[config.mk]
export PLATFORM = sky130hd
export DESIGN_NAME = xy_motion_ctrl
export DESIGN_NICKNAME = d
export VERILOG_FILES = /design/src/rtl/xy_motion_ctrl.sv
export SDC_FILE = /design/constraint.sdc
export NUM_CORES = 1
export LEC_CHECK = 0
export CAP_MARGIN = 20
export CORE_ASPECT_RATIO = 0.7
export CORE_UTILIZATION = 54
export CTS_CLUSTER_DIAMETER = 80
export DETAILED_ROUTE_END_ITERATION = 6
export MAX_ROUTING_LAYER = met4
export PLACE_DENSITY = 0.86
export SYNTH_ARGS = -nofsm -noshare
export SYNTH_HDL_FRONTEND = slang
export SYNTH_SLANG_ARGS = --single-unit
[constraint.sdc]
create_clock -name clk_i -period 5 [get_ports clk_i]
set_clock_uncertainty 0.2 [all_clocks]
set_input_delay 0.5 -clock clk_i [delete_from_list [all_inputs] [get_ports clk_i]]
set_output_delay 0.5 -clock clk_i [all_outputs]
set_load 0.02 [all_outputs]
[src/rtl/xy_motion_ctrl.sv]
// Two-axis target-seeking position controller with step/dir pulses, busy/done and abort.
// Optional build macro XY_LIMIT_EN clamps captured targets to X_MAX/Y_MAX.
module xy_motion_ctrl #(
    parameter int WIDTH    = 8,
    parameter int STEP_DIV = 4,
    parameter int X_MAX    = 2**WIDTH-1,
    parameter int Y_MAX    = 2**WIDTH-1
) (
    input  logic             clk_i,
    input  logic             rst_n_i,
    input  logic             ena_i,
    input  logic             motion_i,
    input  logic             mode_i,
    input  logic             abort_i,
    input  logic [WIDTH-1:0] x_target_i,
    input  logic [WIDTH-1:0] y_target_i,
    output logic [WIDTH-1:0] x_pos_o,
    output logic [WIDTH-1:0] y_pos_o,
    output logic             x_step_o,
    output logic             y_step_o,
    output logic             x_dir_o,
    output logic             y_dir_o,
    output logic             busy_o,
    output logic             done_o
);

    localparam int PW = (STEP_DIV > 1) ? $clog2(STEP_DIV) : 1;
    localparam logic [PW-1:0] PRE_LAST = PW'(STEP_DIV - 1);

    typedef enum logic [2:0] {
        IDLE, CAPTURE, MOVE_XY, MOVE_X, MOVE_Y, DONE
    } state_t;

    state_t           state_q;
    logic             sync1_q, sync2_q, sync2_dly_q;
    logic             mode_q;
    logic [WIDTH-1:0] x_pos_q, y_pos_q, x_tgt_q, y_tgt_q;
    logic [PW-1:0]    pre_q;
    logic             x_step_q, y_step_q, x_dir_q, y_dir_q, busy_q, done_q;

    logic             motion_edge;
    logic             tick;
    logic             x_eq, y_eq, x_up_d, y_up_d;
    logic [WIDTH-1:0] x_nxt_d, y_nxt_d;
    logic [WIDTH-1:0] x_cap_d, y_cap_d;

    assign motion_edge = sync2_q & ~sync2_dly_q;
    assign tick        = (pre_q == PRE_LAST);
    assign x_eq        = (x_pos_q == x_tgt_q);
    assign y_eq        = (y_pos_q == y_tgt_q);
    assign x_up_d      = (x_tgt_q > x_pos_q);
    assign y_up_d      = (y_tgt_q > y_pos_q);
    assign x_nxt_d     = x_up_d ? x_pos_q + 1'b1 : x_pos_q - 1'b1;
    assign y_nxt_d     = y_up_d ? y_pos_q + 1'b1 : y_pos_q - 1'b1;

`ifdef XY_LIMIT_EN
    localparam logic [WIDTH-1:0] X_LIM = WIDTH'(X_MAX);
    localparam logic [WIDTH-1:0] Y_LIM = WIDTH'(Y_MAX);
    assign x_cap_d = (x_target_i > X_LIM) ? X_LIM : x_target_i;
    assign y_cap_d = (y_target_i > Y_LIM) ? Y_LIM : y_target_i;
`else
    assign x_cap_d = x_target_i;
    assign y_cap_d = y_target_i;
`endif

    always_ff @(posedge clk_i) begin
        if (!rst_n_i) begin
            state_q     <= IDLE;
            sync1_q     <= 1'b0;
            sync2_q     <= 1'b0;
            sync2_dly_q <= 1'b0;
            mode_q      <= 1'b0;
            x_pos_q     <= '0;
            y_pos_q     <= '0;
            x_tgt_q     <= '0;
            y_tgt_q     <= '0;
            pre_q       <= '0;
            x_step_q    <= 1'b0;
            y_step_q    <= 1'b0;
            x_dir_q     <= 1'b0;
            y_dir_q     <= 1'b0;
            busy_q      <= 1'b0;
            done_q      <= 1'b0;
        end else if (ena_i) begin
            sync1_q     <= motion_i;
            sync2_q     <= sync1_q;
            sync2_dly_q <= sync2_q;
            x_step_q    <= 1'b0;
            y_step_q    <= 1'b0;
            done_q      <= 1'b0;
            case (state_q)
                IDLE: begin
                    if (motion_edge) begin
                        state_q <= CAPTURE;
                        busy_q  <= 1'b1;
                    end
                end
                CAPTURE: begin
                    if (abort_i) begin
                        state_q <= IDLE;
                        busy_q  <= 1'b0;
                    end else begin
                        x_tgt_q <= x_cap_d;
                        y_tgt_q <= y_cap_d;
                        mode_q  <= mode_i;
                        pre_q   <= '0;
                        state_q <= mode_i ? MOVE_X : MOVE_XY;
                    end
                end
                MOVE_XY: begin
                    if (abort_i) begin
                        state_q <= IDLE;
                        busy_q  <= 1'b0;
                    end else if (x_eq && y_eq) begin
                        state_q <= DONE;
                        busy_q  <= 1'b0;
                        done_q  <= 1'b1;
                    end else begin
                        pre_q <= tick ? '0 : pre_q + 1'b1;
                        if (tick && !x_eq) begin
                            x_pos_q  <= x_nxt_d;
                            x_dir_q  <= x_up_d;
                            x_step_q <= 1'b1;
                        end
                        if (tick && !y_eq) begin
                            y_pos_q  <= y_nxt_d;
                            y_dir_q  <= y_up_d;
                            y_step_q <= 1'b1;
                        end
                    end
                end
                MOVE_X: begin
                    if (abort_i) begin
                        state_q <= IDLE;
                        busy_q  <= 1'b0;
                    end else if (x_eq) begin
                        // prescaler restarts so Y gets a full step period
                        state_q <= MOVE_Y;
                        pre_q   <= '0;
                    end else begin
                        pre_q <= tick ? '0 : pre_q + 1'b1;
                        if (tick) begin
                            x_pos_q  <= x_nxt_d;
                            x_dir_q  <= x_up_d;
                            x_step_q <= 1'b1;
                        end
                    end
                end
                MOVE_Y: begin
                    if (abort_i) begin
                        state_q <= IDLE;
                        busy_q  <= 1'b0;
                    end else if (y_eq) begin
                        state_q <= DONE;
                        busy_q  <= 1'b0;
                        done_q  <= 1'b1;
                    end else begin
                        pre_q <= tick ? '0 : pre_q + 1'b1;
                        if (tick) begin
                            y_pos_q  <= y_nxt_d;
                            y_dir_q  <= y_up_d;
                            y_step_q <= 1'b1;
                        end
                    end
                end
                DONE: begin
                    state_q <= IDLE;
                end
                default: begin
                    state_q <= IDLE;
                    busy_q  <= 1'b0;
                end
            endcase
        end
    end

    assign x_pos_o  = x_pos_q;
    assign y_pos_o  = y_pos_q;
    assign x_step_o = x_step_q;
    assign y_step_o = y_step_q;
    assign x_dir_o  = x_dir_q;
    assign y_dir_o  = y_dir_q;
    assign busy_o   = busy_q;
    assign done_o   = done_q;

endmodule
# --- Word-level counts from Yosys, hierarchy flattened ---
# Index checks and enable logic that the tools add are counted.
word_totals:
  reg_bits: 46
  out_inout_bits: 22
classes:
  add_sub_neg: 5
  order_cmp: 2
  n_eq_ne: 24
  n_mux: 74
  bitwise_logic: 4
  n_reduce_logical: 16
ops:
  columns: ["cell", "count"]
  rows:
  - ["two-way mux 8 bit", 14]
  - ["two-way mux 1 bit", 34]
  - ["case mux 8 bit (2 select lines)", 2]
  - ["!= test 2 bit (second input constant)", 12]
  - ["AND reduction 8 bit", 3]
  - ["two-way mux 3 bit", 7]
  - ["two-way mux 2 bit", 9]
  - ["adder 8 x 1 -> 8 bit (second input constant)", 2]
  - ["equality test 8 bit", 2]
  - ["greater-than comparator 8 bit", 2]
  - ["subtractor 8 x 1 -> 8 bit (second input constant)", 2]
  - ["case mux 3 bit (5 select lines)", 1]
  - ["case mux 1 bit (2 select lines)", 5]
  - ["!= test 3 bit (second input constant)", 3]
  - ["case mux 2 bit (4 select lines)", 1]
  - ["equality test 3 x 2 -> 1 bit (second input constant)", 2]
  - ["equality test 3 bit (second input constant)", 2]
  - ["AND reduction 6 bit", 1]
  - ["case mux 1 bit (5 select lines)", 1]
  - ["AND reduction 5 bit", 1]
  - ["nonzero test 2 bit", 2]
  - ["nonzero test 4 bit", 1]
  - ["equality test 3 x 1 -> 1 bit (second input constant)", 1]
  - ["logical AND 1 bit", 3]
  - ["9 further kinds", 12]

# --- Depth between registers and ports, before layout ---
# Gate-level depths: netlist of run 1.
logic_depth:
  word_depth: 7
  mapped_depth: 14
  ltp_nobuf: 14

# --- Worst setup path after synthesis of run 1 ---
# No wires, ideal clock.
synth_path:
  kind: "flip-flop to flip-flop"
  start: "register y_pos_q[5] (netlist: y_pos_o[5])"
  end: "register y_pos_q[7] (netlist: y_pos_o[7])"
  setup_time_ns: 0.072
  arrival_ns: 3.387
  path_slack_ns: 1.342
  path_stages_with_launch: 15
  path_buffers: 0
  path_cell_list: "dfxtp_1 -> inv_1 -> ha_1 -> nand4_1 -> nor2_2 -> a21oi_1 -> or2_2 -> inv_1 -> ha_1 -> a211oi_1 -> a21oi_1 -> o41a_1 -> or3_1 -> a21oi_1 -> mux2i_1"
synth_between:
  elab_chain_cells: 6
  elab_cells_between_ends: 19
  cone_classes: "add/sub (2); order compare (1); eq/ne (4); mux (8); reduce/logical (4)"
synth_lines:
  columns: ["element", "line", "text"]
  rows:
  - ["from (decl)", "37", "logic [WIDTH-1:0] x_pos_q, y_pos_q, x_tgt_q, y_tgt_q;"]
  - ["from (signal assigned)", "126", "y_pos_q <= y_nxt_d;"]
  - ["from (signal assigned)", "160", "y_pos_q <= y_nxt_d;"]
  - ["greater-than comparator 8 bit (*)", "52", "assign y_up_d = (y_tgt_q > y_pos_q);"]
  - ["named net y_up_d", "43", "logic x_eq, y_eq, x_up_d, y_up_d;"]
  - ["two-way mux 8 bit (*)", "54", "assign y_nxt_d = y_up_d ? y_pos_q + 1'b1 : y_pos_q - 1'b1;"]
  - ["two-way mux 8 bit (on tied branches)", "159, 125", null]
  - ["two-way mux 8 bit (on tied branches)", "153, 114", null]
  - ["two-way mux 8 bit (on tied branches)", "150, 111", null]
  - ["case mux 8 bit (2 select lines) (*)", "91", "case (state_q)"]
# Mark *: on every way through the listed nets, which the timed path passes. The rest lies on a longest branch. The select of a mux whose other input is x is not followed.
# A chain may end at the register's enable or synchronous reset.

# --- Final worst setup path of run 1 ---
layout_path:
  start: "register y_pos_q[7] (netlist: y_pos_o[7])"
  end: "register y_pos_q[7] (netlist: y_pos_o[7])"
# Same word-level chain as after synthesis.

==> results of run 1 <==
==> synth_stat cells (2+ instances only) <==
cell and count:
o211ai_1 6, a211oi_1 6, nand2b_1 4, inv_1 24
nand3_1 7, xnor2_1 7, o41a_1 2, nor2_1 35
or3_1 3, fa_1 2, nand2_1 49, a21oi_1 40
mux2i_1 15, nor3_1 6, nor2b_1 3, o21bai_1 2
nand4_1 5, dfxtp_1 46, a21o_1 5, clkbuf_1 7
xor2_1 4, o21ai_0 8, buf_2 5, ha_1 31
==> logic make-up after synthesis <==
kind of cell / Yosys count / share of synthesized area
xor gates and xnor gates: 11 / 0.0349
AOI/OAI and AO/OA: 78 / 0.175
DFF: 46 / 0.334
and+or+nand+nor: 119 / 0.192
adders and majority gates: 33 / 0.155
muxes: 15 / 0.0544
buffers and inverters: 38 / 0.0553
==> cell usage in the layout (no fill, tap or decap), types with 7 or more instances in the layout <==
master,instances
xnor2_1,7
inv_1,24
dfxtp_1,46
mux2i_1,15
nand2_1,49
nor2_1,35
nand3_1,7
clkdlybuf4s50_1,43
o21ai_0,8
ha_1,31
a21oi_1,40
==> worst max-delay path, cell delays in order (launching register included) <==
cell	delay, ns
dfxtp_1	0.39
inv_1	0.08
ha_1	0.33
nand4_1	0.21
nor2_2	0.35
a21oi_1	0.11
or2_2	0.35
inv_1	0.23
ha_1	0.31
a211oi_1	0.29
a21oi_1	0.13
o41a_1	0.32
or3_1	0.31
a21oi_1	0.19
mux2i_1	0.20
==> per-stage QoR <==
step | instances | hold slack (ns) | utilization | setup slack [ns] | cell area, µm²
4_1_cts | 448 | 0.268 | 0.686 | 0.969 | 3320
3_3_place_gp | 440 | 0.246 | 0.668 | 1.25 | 3230
6_report | 448 | 0.267 | 0.686 | 0.937 | 3320
5_1_grt | 448 | 0.296 | 0.686 | 0.685 | 3320
3_5_place_dp | 440 | 0.256 | 0.668 | 1.06 | 3230
2_1_floorplan | 340 | 0.236 | - | 1.34 | 2760
==> flip-flops by register name (all words and copies together) (netlist names) <==
signal / flops
x_step_o: 1
y_step_o: 1
sync2_q: 1
x_dir_o: 1
state_q: 3
y_pos_o: 8
y_tgt_q: 8
y_dir_o: 1
x_tgt_q: 8
x_pos_o: 8
done_o: 1
sync2_dly_q: 1
busy_o: 1
pre_q: 2
sync1_q: 1
==> cell type report <==
class                   count  share of cell area
repair buffers             45               0.134
flip-flops and latches     46               0.278
clock inverters             2             0.00415
well taps                  69              0.0260
multi-input cells         256               0.509
inverters                  24              0.0272
clock buffers               6              0.0219
==> where the power goes <==
group | total [mW] | switching [mW] | leakage, nW | internal, mW
Combinational | 0.0945 | 0.0517 | 0.848 | 0.0427
Sequential | 0.375 | 0.00466 | 0.371 | 0.370
Clock | 0.232 | 0.133 | 0.0452 | 0.0989
Total | 0.701 | 0.189 | 1.26 | 0.512
==> layer usage <==
metal / wire (µm) / track usage / up-vias
met5: 0 / - / -
li1: - / - / 1264
met3: 338 / 0.0502 / 7
met4: 66 / 0.0632 / 0
met1: 3320 / 0.366 / 1109
met2: 2440 / 0.373 / 66
==> how the worst min path moves through the flow <==
| stage | slack, ns | endpoint | depth (start not counted) |
|---|---|---|---|
| finish | 0.27 | x_tgt_q[0] | 2 |
| global route | 0.30 | x_tgt_q[0] | 2 |
| CTS | 0.27 | x_tgt_q[0] | 2 |
| detailed placement | 0.26 | x_tgt_q[0] | 2 |
| global placement | 0.25 | x_tgt_q[0] | 2 |
| floorplan | 0.24 | x_tgt_q[0] | 2 |
==> run metrics, run 1 <==
r2r startpoint=y_pos_o[7]; Hold Vio Cnt, Final=0; r2r endpoint=y_pos_o[7]; Top FF cell, synth=dfxtp_1; Hold/Removal Path Class=flop to flop; Worst Path Required=5.04 ns; DR DRC count=0; post-cts hold buffer count=0; setup bufs post-CTS=0; mapped cell area=2760 µm²; vias in the first global route=2203; Setup violations, final=0; nets@finish=433; max frequency=246 MHz; register area=921 µm²; worst skew pair latency=0.30 ns; routed len/inst=13.8 µm; Final Cycle Share=0.813; largest net degree at the start of global routing=23; Final Max Slew Viols=0; P_leak=1.26 nW; Synth area leader=dfxtp_1; Crit. End Element=flop; Mapped Cells=340; vias per cell=5.46; clock-pin slew on the worst setup and hold paths=0.09 ns; Clock Path Buffers=2; worst reg-to-reg path cell count=14; Die H=61.8 µm; ranking of synthesized cells by area=dfxtp_1 (33%), ha_1 (14%), a21oi_1 (7.3%); gpl congestion=0.872; share of layout cells above drive strength 1=0.0369; VDD IR max=0.000146 V; starting density of the core=0.571; I/O pins=44; FILL cells=398; Worst Setup EP=y_pos_o[7]; Yosys top cell area share=0.334; Avg Synthesized Cell Area=8.12 µm²; Port Buffer Count=43; antenna violations before repair=0; area of the multi-input gates=1690 µm²; PD cells=211 nW/µm²; Synth cell types=42; R2R Setup Slk=0.94 ns; GRT Total Usage=0.257; vias=2446; Least-Margin Pin Slew=0.792 ns; first-pass GRT wire length=10200 µm; total core area=4830 µm²; CTS tree=yes; width of the die=87.5 µm; total power=0.701 mW; DP HPWL=4670 µm; CP arrival=4.10 ns; synth warn=0; startpoint types=flop; # clock sinks=46; clk root buf=clkbuf_8; CTS buffer count=5; Tmin final=4.06 ns; Rel. slew slack=0.468; Die ar.=5410 µm²; post_cts resized=0; sequential area share after synthesis=0.334; CP Launch Point=y_pos_o[7]; Syn Nets=395; H-tree Lvls=2; RSZ-0062 raised after global routing=false; Iter 0 DRT Violations=124; Synth Register Bits=46; Post-synth EDFFs=0; P&R area growth vs syn=20.1%; max cap viols=0; first drt pass iteration count=4; status=finished, final reports clean; grt ovf=0; Worst Path Class, Setup=flop to flop; Async SR Flop Fraction=0; FP Rows=21; critical-path maximum fanout=8; antenna diode count=0; final wirelength=6160 µm; worst hold start=x_tgt_q[0]; setup TNS=0 ns; Routed Antenna Nets=0
Note: power is estimated with default switching activity, not from simulation.
==> run 2: changes to the inputs <==
--- a/config.mk
+++ b/config.mk
@@ -7,11 +7,11 @@
 export LEC_CHECK = 0
 export CAP_MARGIN = 20
 export CORE_ASPECT_RATIO = 0.7
-export CORE_UTILIZATION = 54
+export CORE_UTILIZATION = 49
 export CTS_CLUSTER_DIAMETER = 80
 export DETAILED_ROUTE_END_ITERATION = 6
 export MAX_ROUTING_LAYER = met4
-export PLACE_DENSITY = 0.86
+export PLACE_DENSITY = 0.83
 export SYNTH_ARGS = -nofsm -noshare
 export SYNTH_HDL_FRONTEND = slang
 export SYNTH_SLANG_ARGS = --single-unit
==> constraint.sdc (replaced) <==
create_clock -name clk_i -period 3.5 [get_ports clk_i]
set_clock_uncertainty 0.2 [all_clocks]
set_input_delay 0.35 -clock clk_i [delete_from_list [all_inputs] [get_ports clk_i]]
set_output_delay 0.35 -clock clk_i [all_outputs]
set_load 0.02 [all_outputs]
==> run 2 against run 1 <==
Cell area increased by 4.8%; non-clock buffer count increased by 13; worst hold slack improved by 0.00063 ns; largest cell class unchanged; utilization decreased by 3.5 points; critical path type unchanged; global-route usage decreased by 1.2 points.
==> run metrics, run 2 (same netlist as run 1, synthesis figures left out) <==
GRT Total Usage=0.244; post-cts hold buffer count=0; grt peak-use layer=met2; vias per cell=5.47; final wirelength=6620 µm; sw frac=0.266; CTS tree=yes; clock-pin slew on the worst setup and hold paths=0.09 ns; # clock sinks=46; antenna diode count=0; CTS buffer count=5; Setup violations, final=0; most used cell, CP=a21oi_1; share of layout cells above drive strength 1=0.105; max cap viols=0; met1 Usage GRT=0.345; Hold/Removal Path Class=flop to flop; Least-Margin Pin Slew=0.663 ns; first drt pass iteration count=4; antenna violations before repair=0; nets@finish=446; final cell count without fillers=464; vias=2536; largest net degree at the start of global routing=42; width of the die=91.7 µm; Tmin final=3.41 ns; Iter 0 DRT Violations=160; Final Cycle Share=0.976; gpl congestion=0.827; M3 GR Usage=0.0528; combinational share of power=0.153; grt ovf=0; DP HPWL=4910 µm; status=finished, final reports clean; VDD IR max=0.000214 V; Worst Path Required=3.53 ns; CP arrival=3.45 ns; Crit. End Element=flop; Die ar.=5940 µm²; P_leak=1.34 nW; DR DRC count=0; commonest non-fill, non-tap cell in the layout=nand2_1; power share of the sequential group=0.528; Hold Vio Cnt, Final=0; GR Layer Usage met2=0.352; Clock power frac=0.318; PD cells=292 nW/µm²; Final Max Slew Viols=0; Worst path top cell family by delay=simple AND/OR/NAND/NOR gates; starting density of the core=0.517; area of the multi-input gates=1730 µm²; dpl cells=453; FILL cells=459; vias in the first global route=2414; Crit path largest cell delay=0.36 ns; Rel. slew slack=0.557; Switch Pwr=0.269 mW; Port Buffer Count=43; CP max-delay cell=dfxtp_2; Clock Path Buffers=2; P&R area growth vs syn=25.9%; most frequent cells in the layout=nand2_1 (49), clkdlybuf4s50_1 (43), dfxtp_1 (39); cell chain of the critical path=inv_1 -> ha_1 -> nand4_1 -> buf_4 -> nor2_4 -> a21oi_1 -> or2_4 -> inv_6 -> ha_4 -> a211oi_2 -> a21oi_1 -> o41a_1 -> or3_1 -> a21oi_2 -> mux2i_1; cell-internal power=0.744 mW; total core area=5340 µm²; I/O pins=44; max frequency=293 MHz; Routed Antenna Nets=0; H-tree Lvls=2; worst skew pair latency=0.30 ns; clk root buf=clkbuf_8; worst hold slack=0.268 ns; Worst Path Class, Setup=flop to flop; first-pass GRT wire length=11200 µm; Critical path buffers and inverters=3; critical-path maximum fanout=8; FP Rows=22; routed len/inst=14.3 µm; Die H=64.8 µm; register area=930 µm²; startpoint types=flop
## run 2: cell count changes in the layout (fill, tap and decap cells not counted), sizes merged
| cell | previous run | this run |
|---|---|---|
| buf | 2 | 15 |
## run 2: worst paths after layout
check,to,cells past startpoint,slack (ns),start
worst max register to register,y_pos_o[7],15,0.09,y_pos_o[6]
worst max-delay path,y_pos_o[7],15,0.09,y_pos_o[6]
worst min-delay path,x_tgt_q[0],2,0.27,x_tgt_q[0]
worst min register to register,x_tgt_q[0],2,0.27,x_tgt_q[0]
## run 2: layout make-up
type | instances | area share
inverter | 24 | 0.0274
clock inverter | 2 | 0.00396
timing repair buffer | 58 | 0.156
multi-input combinational | 256 | 0.498
sequential | 46 | 0.267
tap | 72 | 0.0259
clock buffer | 6 | 0.0209
## run 2: power by group through the flow
stage	clock [mW]	sequential, mW	combinational (mW)
2_1_floorplan	0	0.545	0.0895
3_3_place_gp	0	0.547	0.140
3_5_place_dp	0	0.547	0.143
4_1_cts	0.331	0.535	0.146
5_1_grt	0.356	0.537	0.171
6_report	0.323	0.536	0.155
## run 2: repair_timing
action                                 in CTS  in global routing
endpoints found under the hold margin       0                  0
setup endpoints to repair                   1                  2
gates cloned                                0                  0
resized for setup                           1                  8
buffers inserted                            0                  3
pin swaps                                   2                  3
## run 2: per-layer routing
metal / part of all wire / routed length [µm] / vias up
met1: 0.52 / 3420 / 1162
met3: 0.068 / 451 / 5
li1: - / - / 1287
met4: 0.0085 / 56 / 0
met2: 0.41 / 2690 / 82
met5: 0 / 0 / -
## run 2: worst register-to-register path: stages, from the launching register on
cell	delay [ns]
dfxtp_2	0.36
inv_1	0.05
ha_1	0.29
nand4_1	0.15
buf_4	0.18
nor2_4	0.12
a21oi_1	0.07
or2_4	0.28
inv_6	0.09
ha_4	0.22
a211oi_2	0.20
a21oi_1	0.10
o41a_1	0.32
or3_1	0.34
a21oi_2	0.18
mux2i_1	0.18
## run 2: stage by stage
stage	area, µm²	TNS (ns)	setup WS [ns]	util	total power, mW
final	3480	0	0.0853	0.651	1.01
after detailed placement	3320	-0.0157	-0.0157	0.622	0.691
after floorplan	2770	0	0.0157	-	0.635
after global placement	3320	0	0.0468	0.622	0.687
after global routing	3480	-0.0911	-0.0911	0.651	1.06
after CTS	3410	0	0.00106	0.639	1.01
==> run 3: changes to the inputs <==
--- a/config.mk
+++ b/config.mk
@@ -12,6 +12,7 @@
 export DETAILED_ROUTE_END_ITERATION = 6
 export MAX_ROUTING_LAYER = met4
 export PLACE_DENSITY = 0.83
+export REMOVE_ABC_BUFFERS = 1
 export SYNTH_ARGS = -nofsm -noshare
 export SYNTH_HDL_FRONTEND = slang
 export SYNTH_SLANG_ARGS = --single-unit
==> run 3 against run 2 <==
Register-to-register slack worse by 0.07 ns; sequential share of layout area down 1.0 points; wire length down 0.29%; sequential cell count unchanged; utilization up 2.3 points.
==> run metrics, run 3 (same netlist as run 1, synthesis figures left out) <==
Least-Margin Pin Slew=0.708 ns; Clock Path Buffers=2; Final Cycle Share=0.995; antenna violations before repair=0; Hold Vio Cnt, Final=0; starting density of the core=0.517; largest net degree at the start of global routing=27; grt ovf=0; first-pass GRT wire length=10800 µm; H-tree Lvls=2; CTS tree=yes; total core area=5340 µm²; DR DRC count=0; status=finished, final reports clean; antenna diode count=0; Worst Path Required=3.53 ns; worst hold start=x_tgt_q[0]; share of layout cells above drive strength 1=0.140; total power=1.04 mW; max frequency=287 MHz; commonest non-fill, non-tap cell in the layout=nand2_1; Hold Path Depth=2; CP arrival=3.51 ns; sink of the worst hold path=x_tgt_q[0]; first drt pass iteration count=4; worst slack at placement=-0.0500 ns; setup ws final=0.0191 ns; final wirelength=6600 µm; r2r endpoint=y_pos_o[7]; fin area=3600 µm²; Finished Core Util=0.674; vias in the first global route=2327; CP Launch Point=y_pos_o[5]; worst reg-to-reg path cell count=16; setup TNS=0 ns; vias=2565; P&R area growth vs syn=30.5%; vias per cell=5.42; routed len/inst=14.0 µm; PD cells=289 nW/µm²; I/O pins=44; Final Max Slew Viols=0; clock-pin slew on the worst setup and hold paths=0.09 ns; clk root buf=clkbuf_8; worst skew pair latency=0.30 ns; Die ar.=5940 µm²; startpoint types=flop; Port Buffer Count=43; Routed Antenna Nets=0; Die H=64.8 µm; DP HPWL=4690 µm; Tmin final=3.48 ns; Rel. slew slack=0.528; # clock sinks=46; Hold/Removal Path Class=flop to flop; gpl congestion=0.794; Placed Area=3350 µm²; Worst Path Class, Setup=flop to flop; r2r startpoint=y_pos_o[5]; width of the die=91.7 µm; max cap viols=0; VDD IR max=0.000165 V; Iter 0 DRT Violations=177; nets@finish=455; GRT Total Usage=0.236; P_leak=1.39 nW; Setup violations, final=0; FP Rows=22; critical-path maximum fanout=7; CTS buffer count=5; R2R Setup Slk=0.02 ns; most frequent cells in the layout=nand2_1 (49), clkdlybuf4s50_1 (43), dfxtp_1 (42); Crit. End Element=flop
[run 3: cell count changes in the layout (fill, tap and decap cells not counted), sizes merged]
cell    previous run  this run
buf               15        24
clkbuf             6         7
clkinv             2         1
[run 3: layout make-up]
type	count	area [µm²]
clock buffers	7	86.3
fillers	425	1740
clock inverters	1	5.00
flip-flops and latches	46	926
multi-input cells	256	1790
repair buffers	67	614
inverters	24	90.1
well taps	72	90.1
[run 3: worst max-delay path, stage by stage, from the launching register on]
cell      delay, ns
dfxtp_2        0.33
inv_1          0.04
ha_1           0.31
nand4_1        0.15
buf_4          0.16
nor2_4         0.05
a211oi_2       0.27
or2_4          0.20
inv_2          0.06
buf_6          0.13
ha_2           0.20
a211oi_2       0.22
a21oi_2        0.09
o41a_1         0.33
or3_1          0.34
a21oi_2        0.16
mux2i_1        0.19
[run 3: power by group]
part / switching [mW] / internal, mW / total (mW) / leakage, nW
clock: 0.175 / 0.160 / 0.334 / 0.0482
combinational: 0.0856 / 0.0849 / 0.170 / 0.971
sequential: 0.00662 / 0.529 / 0.535 / 0.373
[run 3: what timing repair did]
item / 4_1_cts / 5_1_grt
pin swaps: 1 / 6
gates cloned: 0 / 0
hold buffers: 0 / 0
setup buffers: 1 / 5
gates resized for setup: 2 / 23
endpoints found under the setup margin: 2 / 4
[run 3: metal layers]
metal,track usage,share of wire,vias up
met2,0.345,0.43,68
li1,-,-,1300
met4,0.0625,0.0080,0
met3,0.0516,0.055,7
met1,0.331,0.50,1190
met5,-,0,-
[run 3: how the worst max path moves through the flow]
| stage | end | cells after the start |
|---|---|---|
| final | y_pos_o[7] | 16 |
| after global routing | y_pos_o[7] | 16 |
| after CTS | x_pos_o[7] | 14 |
| after detailed placement | x_pos_o[7] | 14 |
| after global placement | y_pos_o[7] | 14 |
| after floorplan | y_pos_o[7] | 14 |
[run 3: metrics by stage]
step / hold slack [ns] / cells
after CTS: 0.266 / 468
after detailed placement: 0.253 / 459
final: 0.265 / 473
after global placement: 0.247 / 459
after floorplan: 0.236 / 326
after global routing: 0.284 / 473
